### src/rtl/height_conv_seq.sv
// height_conv_seq
//   Sequential total-inches to feet/inches converter. A restoring divide-by-12
//   produces one quotient bit per cycle, MSB first. Quotients above MAX_FEET
//   clamp to MAX_FEET ft 11 in. A single result is held until the consumer
//   takes it.
//
//   Optional build macro: HEIGHT_CONV_SAT_FLAG_EN adds the registered 'sat'
//   output, which flags a clamped result.
//
// Ports
//   clk        in   clock, rising edge
//   rst_n      in   asynchronous active-low reset
//   in_valid   in   in_total carries a measurement
//   in_ready   out  block can accept a measurement (IDLE only)
//   in_total   in   [IN_W-1:0] total inches, unsigned
//   out_valid  out  feet/inches hold a result (DONE only)
//   out_ready  in   consumer takes the result
//   feet       out  [FEET_W-1:0] feet, saturated at MAX_FEET
//   inches     out  [3:0] inches, 0..11
//   sat        out  result was clamped (HEIGHT_CONV_SAT_FLAG_EN only)
//
// state | meaning
// IDLE  | waiting for a measurement, in_ready high
// DIV   | shifting out one quotient bit per cycle
// DONE  | result held, out_valid high until out_ready
module height_conv_seq #(
    parameter int IN_W     = 10,
    parameter int FEET_W   = 4,
    parameter int MAX_FEET = 8
) (
    input  logic              clk,
    input  logic              rst_n,
    input  logic              in_valid,
    output logic              in_ready,
    input  logic [IN_W-1:0]   in_total,
    output logic              out_valid,
    input  logic              out_ready,
    output logic [FEET_W-1:0] feet,
    output logic [3:0]        inches
`ifdef HEIGHT_CONV_SAT_FLAG_EN
    ,
    output logic              sat
`endif
);

    localparam int CNT_W = $clog2(IN_W);
    localparam logic [IN_W-1:0]   MAX_Q    = IN_W'(MAX_FEET);
    localparam logic [FEET_W-1:0] MAX_FT   = FEET_W'(MAX_FEET);
    localparam logic [CNT_W-1:0]  CNT_LOAD = CNT_W'(IN_W - 1);

    typedef enum logic [1:0] {
        IDLE = 2'd0,
        DIV  = 2'd1,
        DONE = 2'd2
    } state_t;

    state_t state, state_nx;

    logic [IN_W-1:0]  dividend;
    logic [IN_W-1:0]  quo;
    logic [4:0]       rem;
    logic [CNT_W-1:0] cnt;

    // One restoring step: shift the next dividend bit into the remainder and
    // subtract 12 whenever it fits.
    logic [4:0]      rem_sh;
    logic            qbit;
    logic [4:0]      rem_nx;
    logic [IN_W-1:0] quo_nx;
    logic            last_step;
    logic            clamp;

    assign rem_sh    = {rem[3:0], dividend[IN_W-1]};
    assign qbit      = (rem_sh >= 5'd12);
    assign rem_nx    = qbit ? (rem_sh - 5'd12) : rem_sh;
    assign quo_nx    = {quo[IN_W-2:0], qbit};
    assign last_step = (state == DIV) && (cnt == '0);
    assign clamp     = (quo_nx > MAX_Q);

    always_ff @(posedge clk or negedge rst_n) begin
        if (!rst_n) begin
            state <= IDLE;
        end else begin
            state <= state_nx;
        end
    end

    always_comb begin
        state_nx = state;
        case (state)
            IDLE: if (in_valid)       state_nx = DIV;
            DIV:  if (cnt == '0)      state_nx = DONE;
            DONE: if (out_ready)      state_nx = IDLE;
            default:                  state_nx = IDLE;
        endcase
    end

    always_comb begin
        in_ready  = (state == IDLE);
        out_valid = (state == DONE);
    end

    always_ff @(posedge clk or negedge rst_n) begin
        if (!rst_n) begin
            dividend <= '0;
            quo      <= '0;
            rem      <= '0;
            cnt      <= '0;
        end else if (state == IDLE && in_valid) begin
            dividend <= in_total;
            quo      <= '0;
            rem      <= '0;
            cnt      <= CNT_LOAD;
        end else if (state == DIV) begin
            dividend <= {dividend[IN_W-2:0], 1'b0};
            quo      <= quo_nx;
            rem      <= rem_nx;
            if (cnt != '0) begin
                cnt <= cnt - 1'b1;
            end
        end
    end

    // Result registers load only on the final divide step and otherwise keep
    // their value, including after the handoff.
    always_ff @(posedge clk or negedge rst_n) begin
        if (!rst_n) begin
            feet   <= '0;
            inches <= '0;
        end else if (last_step) begin
            if (clamp) begin
                feet   <= MAX_FT;
                inches <= 4'd11;
            end else begin
                feet   <= quo_nx[FEET_W-1:0];
                inches <= rem_nx[3:0];
            end
        end
    end

`ifdef HEIGHT_CONV_SAT_FLAG_EN
    always_ff @(posedge clk or negedge rst_n) begin
        if (!rst_n) begin
            sat <= 1'b0;
        end else if (last_step) begin
            sat <= clamp;
        end
    end
`endif

endmodule

### config.mk
export PLATFORM = sky130hd
export DESIGN_NAME = height_conv_seq
export DESIGN_NICKNAME = d
export VERILOG_FILES = /design/src/rtl/height_conv_seq.sv
export SDC_FILE = /design/constraint.sdc
export NUM_CORES = 1
export LEC_CHECK = 0
export ABC_AREA = 1
export BUFFER_PORTS_ARGS = -buffer_cell sky130_fd_sc_hd__buf_2
export CAP_MARGIN = 20
export CORE_ASPECT_RATIO = 0.5
export CORE_MARGIN = 1
export CORE_UTILIZATION = 30
export CTS_CLUSTER_SIZE = 16
export DETAILED_ROUTE_END_ITERATION = 10
export GPL_TIMING_DRIVEN = 0
export PLACE_DENSITY_LB_ADDON = 0.2
export SLEW_MARGIN = 20
export SYNTH_ARGS = -nofsm -noshare
export SYNTH_HDL_FRONTEND = slang
export SYNTH_SLANG_ARGS = --single-unit
### constraint.sdc
create_clock -name clk -period 1.85 [get_ports clk]
set_clock_uncertainty 0.05 [all_clocks]
set_input_delay 0.4625 -clock clk [delete_from_list [all_inputs] [get_ports clk]]
set_output_delay 0.4625 -clock clk [all_outputs]
set_load 0.005 [all_outputs]
==> flow_summary.yaml, run 1 <==
status:
  status: "complete, no violations"
yosys:
  synth-xor-area-share: 0
  yosys.area_share.adder: 0.01550
  synth.avg_cell_area_sq_um: 9.119
  synth.distinct_cells: 23
  synth_flop_cell: "dfrtp_1"
  synth_top_family_by_area: "simple AND/OR/NAND/NOR gates"
  yosys_warnings: 0
  ys_ff_latch: 37
  synth_compound_area_frac: 0.1318
  yosys.area_share.simple: 0.1876
  syn_inst: 177
  muxShareOfSynthArea: 0
  ys_seq_area_frac: 0.5736
  syn_nets: 193
  synth_edf_count: 0
  syn_area_sq_um: 1614
  synth-async-reset-ratio: 1.000
placed_design:
  dp.cells: 270
  place_ws_ns: 0.2332
  gp_congestion: 0.7431
  place_hpwl_um: 2225
  portBuffers: 23
setup_path:
  cp_num_cells: 9
  cp_slowest_cell: "dfrtp_1"
  endpoint: "inches[3]"
  r2r_setup_slack_ns: 0.25
  worstPathMaxFanout: 7
  critPathKind: "reg -> reg"
  critical_path_required_ns: 1.98
  end_kind: "register"
  reg2reg_depth: 9
  reg2reg_to: "inches[3]"
  cp_cell_sequence: "inv_1 > ha_1 > inv_1 > nor2_2 > nand3_4 > nor2_4 > nand2_1 > nor2_1 > nor2_1"
  arrival_ns: 1.73
  cp-start-kind: "register"
  startpoint: "cnt[0]"
  reg2reg_from: "cnt[0]"
  cp_top_family: "simple AND/OR/NAND/NOR gates"
  cp_num_buf_inv: 2
  critPathMaxStageDelay_ns: 0.39
floorplan:
  ioPinCount: 24
  die_h_um: 53.87
  die_area_sq_um: 5695
  start_util: 0.3199
  coreArea_sq_um: 5045
  die_x_um: 105.7
  rows: 18
grt:
  grt_pass1_wl_um: 5444
  grt_usage: 0.1275
  antenna_found_initial: 0
  grt_max_degree: 38
  grt_overflow_total: 0
  grt_pass1_vias: 1198
sta:
  layout_min_cycle_time_ns: 1.598
  setup_viol: 0
  whs_ns: 0.2190
  postLayoutSetupSlackWorst_ns: 0.2516
  slew_headroom: 0.4583
  max_clock_freq_mhz: 625.6
  slew_violations: 0
  rsz0062_at_grt: "no"
  finalSetupTns_ns: 0
  final_hold_viol_count: 0
  worst_slew_pin_slew_ns: 0.8126
  period_share: 0.8640
clock_tree:
  post_cts_buffers: 0
  clk_latency_ns: 0.28
  cts.clk_slew.worst_paths_ns: 0.07
  cts_root_buf: "clkbuf_8"
  cts_buffers: 5
  cts_tree: "built"
  h-tree-depth: 2
  cts_buffer_depth: 2
  cts_resized: 0
  cts_hold_buf: 0
  clock-sinks: 37
routing:
  vias_per_cell: 4.486
  wl_um: 3098
  wire_per_inst_um: 11.22
  vias: 1238
  drtAntennaViolNets: 0
  drt_first_pass_iters: 4
  drt_iter0_drc: 41
  drc: 0
layout:
  drive_gt1_frac: 0.1990
  num_antenna_cells: 0
  finalNetCount: 223
  stdcell_count: 276
  post-route-util: 0.3748
  area_growth_pct: 17.13
pwr:
  intPower_mw: 1.906
  ir_worst_vdd_mv: 0.3976
  p_comb_frac: 0.429
  powerDensity_nw_per_um2: 1686
  power.share.sequential: 0.410
  p_sw_mw: 1.281
  switching_share: 0.4019
  clkPwrFrac: 0.161
  cellLeakagePower_nw: 0.9380
job:
  drv_cap: 0
worst_hold_path:
  hold_class: "in -> async"
==> final cells by class <==
class | count | area (sq um)
Buffer | 4 | 17.52
Sequential cell | 37 | 925.9
Inverter | 34 | 130.1
Multi-Input combinational cell | 102 | 540.5
Clock buffer | 5 | 68.82
Clock inverter | 1 | 5.005
Fill cell | 535 | 3154
Tap cell | 70 | 87.58
Timing Repair Buffer | 23 | 115.1
==> kinds of logic (layout without fill, tap and decap cells) <==
kind of cell,count (synthesis),in the layout
buffers and inverters,38,67
DFF,37,37
and+or+nand+nor,68,68
adders and majority gates,2,2
AOI/OAI and AO/OA,32,32
==> layer usage <==
layer,routed length [um],up-vias,track usage,share of wire
met5,0,-,0,0
met4,40,0,0.04861,0.013
met3,129,5,0.04237,0.042
met2,1335,21,0.1939,0.43
met1,1591,582,0.1708,0.51
li1,-,630,-,-
==> cell usage after synthesis (all sizes together) (2+ instances only) <==
cell type  number  area, sq um
buf             2        10.01
clkbuf          2        7.510
dfrtp          37        925.9
ha              2        25.02
inv            33        126.4
nand2          42        165.2
nand3          10        62.56
nor2           14        62.56
o21ai           9        45.04
o221ai          9        78.83
o22ai          11        68.82
or2             2        12.51
==> layout by cell type (no fill, tap or decap), drive strengths merged <==
cell,Yosys,final
inv,33,33
nand3,10,10
nor2,14,14
a21oi,1,1
buf,2,25
clkbuf,2,7
o21ai,9,9
ha,2,2
o22ai,11,11
or2,2,2
o221ai,9,9
dfrtp,37,37
nand2,42,42
o31ai,1,1
clkinv,1,2
o21a,1,1
==> sequential cells by signal (all words and copies together), names as in the netlist <==
signal / cells
dividend: 10
quo: 9
cnt: 4
feet: 4
inches: 4
rem: 4
state: 2
==> power by group through the flow <==
stage	Clock [mW]	Combinational [mW]	Sequential, mW
2_1_floorplan	0	1.02	1.30
3_3_place_gp	0	1.36	1.31
3_5_place_dp	0	1.38	1.32
4_1_cts	0.528	1.39	1.31
5_1_grt	0.560	1.59	1.35
6_report	0.514	1.37	1.31
==> stage by stage <==
step | area (sq um) | power (mW)
finish | 1891 | 3.187
global route | 1891 | 3.494
CTS | 1891 | 3.229
detailed placement | 1817 | 2.699
global placement | 1817 | 2.669
floorplan | 1614 | 2.324
==> how the worst min path moves through the flow <==
stage               from   endpoint  slack, ns  cells after the start
2_1_floorplan      rst_n     cnt[0]       0.12                      0
3_3_place_gp   inches[2]  inches[2]       0.41                      2
3_5_place_dp   inches[2]  inches[2]       0.42                      2
4_1_cts            rst_n  inches[3]       0.25                      1
5_1_grt        out_ready   state[1]       0.28                      2
6_report           rst_n  inches[1]       0.22                      1
No activity file was read; power rests on OpenSTA's default activity.
==> run 2, diff against run 1 <==
--- a/config.mk
+++ b/config.mk
@@ -5,7 +5,6 @@
 export SDC_FILE = /design/constraint.sdc
 export NUM_CORES = 1
 export LEC_CHECK = 0
-export ABC_AREA = 1
 export BUFFER_PORTS_ARGS = -buffer_cell sky130_fd_sc_hd__buf_2
 export CAP_MARGIN = 20
 export CORE_ASPECT_RATIO = 0.5
==> constraint.sdc (replaced) <==
create_clock -name clk -period 1.65 [get_ports clk]
set_clock_uncertainty 0.05 [all_clocks]
set_input_delay 0.4125 -clock clk [delete_from_list [all_inputs] [get_ports clk]]
set_output_delay 0.4125 -clock clk [all_outputs]
set_load 0.005 [all_outputs]
==> flow_summary.yaml, run 2 <==
yosys:
  syn_inst: 168
  synth_flop_cell: "dfrtp_1"
  synth.largest_area_cell: "dfrtp_1"
  synth.distinct_cells: 37
  synth.avg_cell_area_sq_um: 10.05
  yosys_warnings: 0
  syn_area_sq_um: 1688
  ys_top_cells_by_count: "37 x dfrtp_1, 37 x nand2_1, 13 x nand3_1"
  synth-async-reset-ratio: 1.000
  synth_top_area_frac: 0.5486
  ys_ff_latch: 37
  synth.area.top_cells: "dfrtp_1 55%, nand2_1 8.2%, a22oi_1 4.0%, nand3_1 3.9%, o21ai_0 3.6%"
  syn_nets: 184
  ys_seq_area_frac: 0.5486
  synth_edf_count: 0
sta:
  whs_ns: 0.1703
  slew_headroom: 0.4499
  setup_viol: 0
  max_clock_freq_mhz: 626.0
  slew_violations: 0
  final_hold_viol_count: 0
  period_share: 0.9681
  layout_min_cycle_time_ns: 1.597
  worst_slew_pin_slew_ns: 0.8251
routing:
  drt_first_pass_iters: 6
  drtAntennaViolNets: 0
  wire_per_inst_um: 14.45
  vias: 1368
  drt_iter0_drc: 65
  drc: 0
  wl_um: 3945
  vias_per_cell: 5.011
setup_path:
  cp-start-kind: "register"
  worstPathMaxFanout: 4
  critical_path_required_ns: 1.83
  critPathKind: "reg -> reg"
  end_kind: "register"
  arrival_ns: 1.77
layout:
  stdcell_count: 273
  multi_input_area_sq_um: 793.3
  regArea_sq_um: 928.4
  layout_commonest_cell: "nand2_1"
  largest_reg_flops: 10
  regMostFlops: "dividend"
  n_fill_cell: 508
  post-route-util: 0.4095
  area_growth_pct: 25.13
  reg.largest.list: "dividend: 10 flops, quo: 9 flops"
  num_antenna_cells: 0
  drive_gt1_frac: 0.2956
  final_cell_mix: "37 x nand2_1, 35 x dfrtp_1, 28 x buf_2"
  finalNetCount: 218
floorplan:
  rows: 18
  start_util: 0.3273
  die_area_sq_um: 5948
  die_x_um: 108.1
  die_h_um: 55.04
  ioPinCount: 24
  coreArea_sq_um: 5157
grt:
  grt_usage: 0.1453
  grt_pass1_wl_um: 6237
  grt_max_degree: 38
  antenna_found_initial: 0
  grt_overflow_total: 0
  grt_pass1_vias: 1262
worst_hold_path:
  hold_class: "in -> async"
pwr:
  cellLeakagePower_nw: 0.9739
  powerDensity_nw_per_um2: 1844
  ir_worst_vdd_mv: 0.5068
  finalPower_mw: 3.895
job:
  drv_cap: 0
placed_design:
  dp.cells: 261
  gp_congestion: 0.7481
  place_hpwl_um: 2603
  portBuffers: 23
clock_tree:
  cts_buffers: 5
  clock-sinks: 37
  clk_latency_ns: 0.29
  cts.clk_slew.worst_paths_ns: 0.07
  cts_tree: "built"
  h-tree-depth: 2
  cts_buffer_depth: 2
  cts_root_buf: "clkbuf_8"
status:
  status: "complete, no violations"
## run 2: cells by family (layout without fill, tap and decap cells)
kind of cell	count (synthesis)	count (layout)	share of synthesized area
fa+ha+maj	2	2	0.01482
flops	37	37	0.5486
buf+inv	15	50	0.03706
mux	1	1	0.005931
compound gates	40	40	0.1712
simple gates	73	73	0.2224
## run 2: stage by stage
| stage | setup slack (ns) | area, sq um | setup TNS [ns] |
|---|---|---|---|
| final | 0.05268 | 2112 | 0 |
| after global routing | -0.0005133 | 2112 | -0.0005133 |
| after CTS | 0.02331 | 2069 | 0 |
| after detailed placement | -0.2051 | 1891 | -1.145 |
| after global placement | -0.1868 | 1891 | -0.9647 |
| after floorplan | 0.04511 | 1688 | 0 |
## run 2: per-layer routing
metal / part of all wire / wire [um] / track usage
met1: 0.53 / 2078 / 0.1945
met2: 0.42 / 1653 / 0.2208
met3: 0.041 / 162 / 0.04450
met4: 0.013 / 52 / 0.06164
met5: 0 / 0 / 0
## run 2: final timing paths
check                      cells past startpoint  slack, ns          end   startpoint
setup / recovery                               6       0.05       cnt[3]       cnt[1]
hold / removal                                 1       0.17       rem[2]        rst_n
setup reg to reg                               6       0.05       cnt[3]       cnt[1]
hold reg to reg                                2       0.43  dividend[2]  dividend[2]
max in group asynchronous                      1       0.81       rem[1]        rst_n
min in group clk                               3       0.27  dividend[0]  in_total[0]
## run 2: critical path, cell delays in order, from the launching register on
cell     delay (ns)
dfrtp_1        0.38
inv_2          0.06
ha_4           0.17
nor3b_4        0.16
buf_4          0.15
or4_4          0.47
nand3_1        0.09
## run 2: area by class of cell
type | count | area share
Tap cell | 70 | 0.04147
Multi-Input combinational cell | 116 | 0.3756
Clock buffer | 8 | 0.03791
Inverter | 7 | 0.01244
Timing Repair Buffer | 27 | 0.07464
Sequential cell | 37 | 0.4396
Buffer | 8 | 0.01836
## run 2: timing repair
item,in CTS,in global routing
cloned,0,0
pin swaps,4,6
buffers inserted,3,1
endpoints found under the setup margin,12,26
gates resized for setup,11,12
hold buffers,0,0
## run 2: where the power goes
group          internal, mW  switching [mW]
sequential             1.28           0.332
combinational         0.741           0.932
clock                 0.300           0.310
total                  2.32            1.57
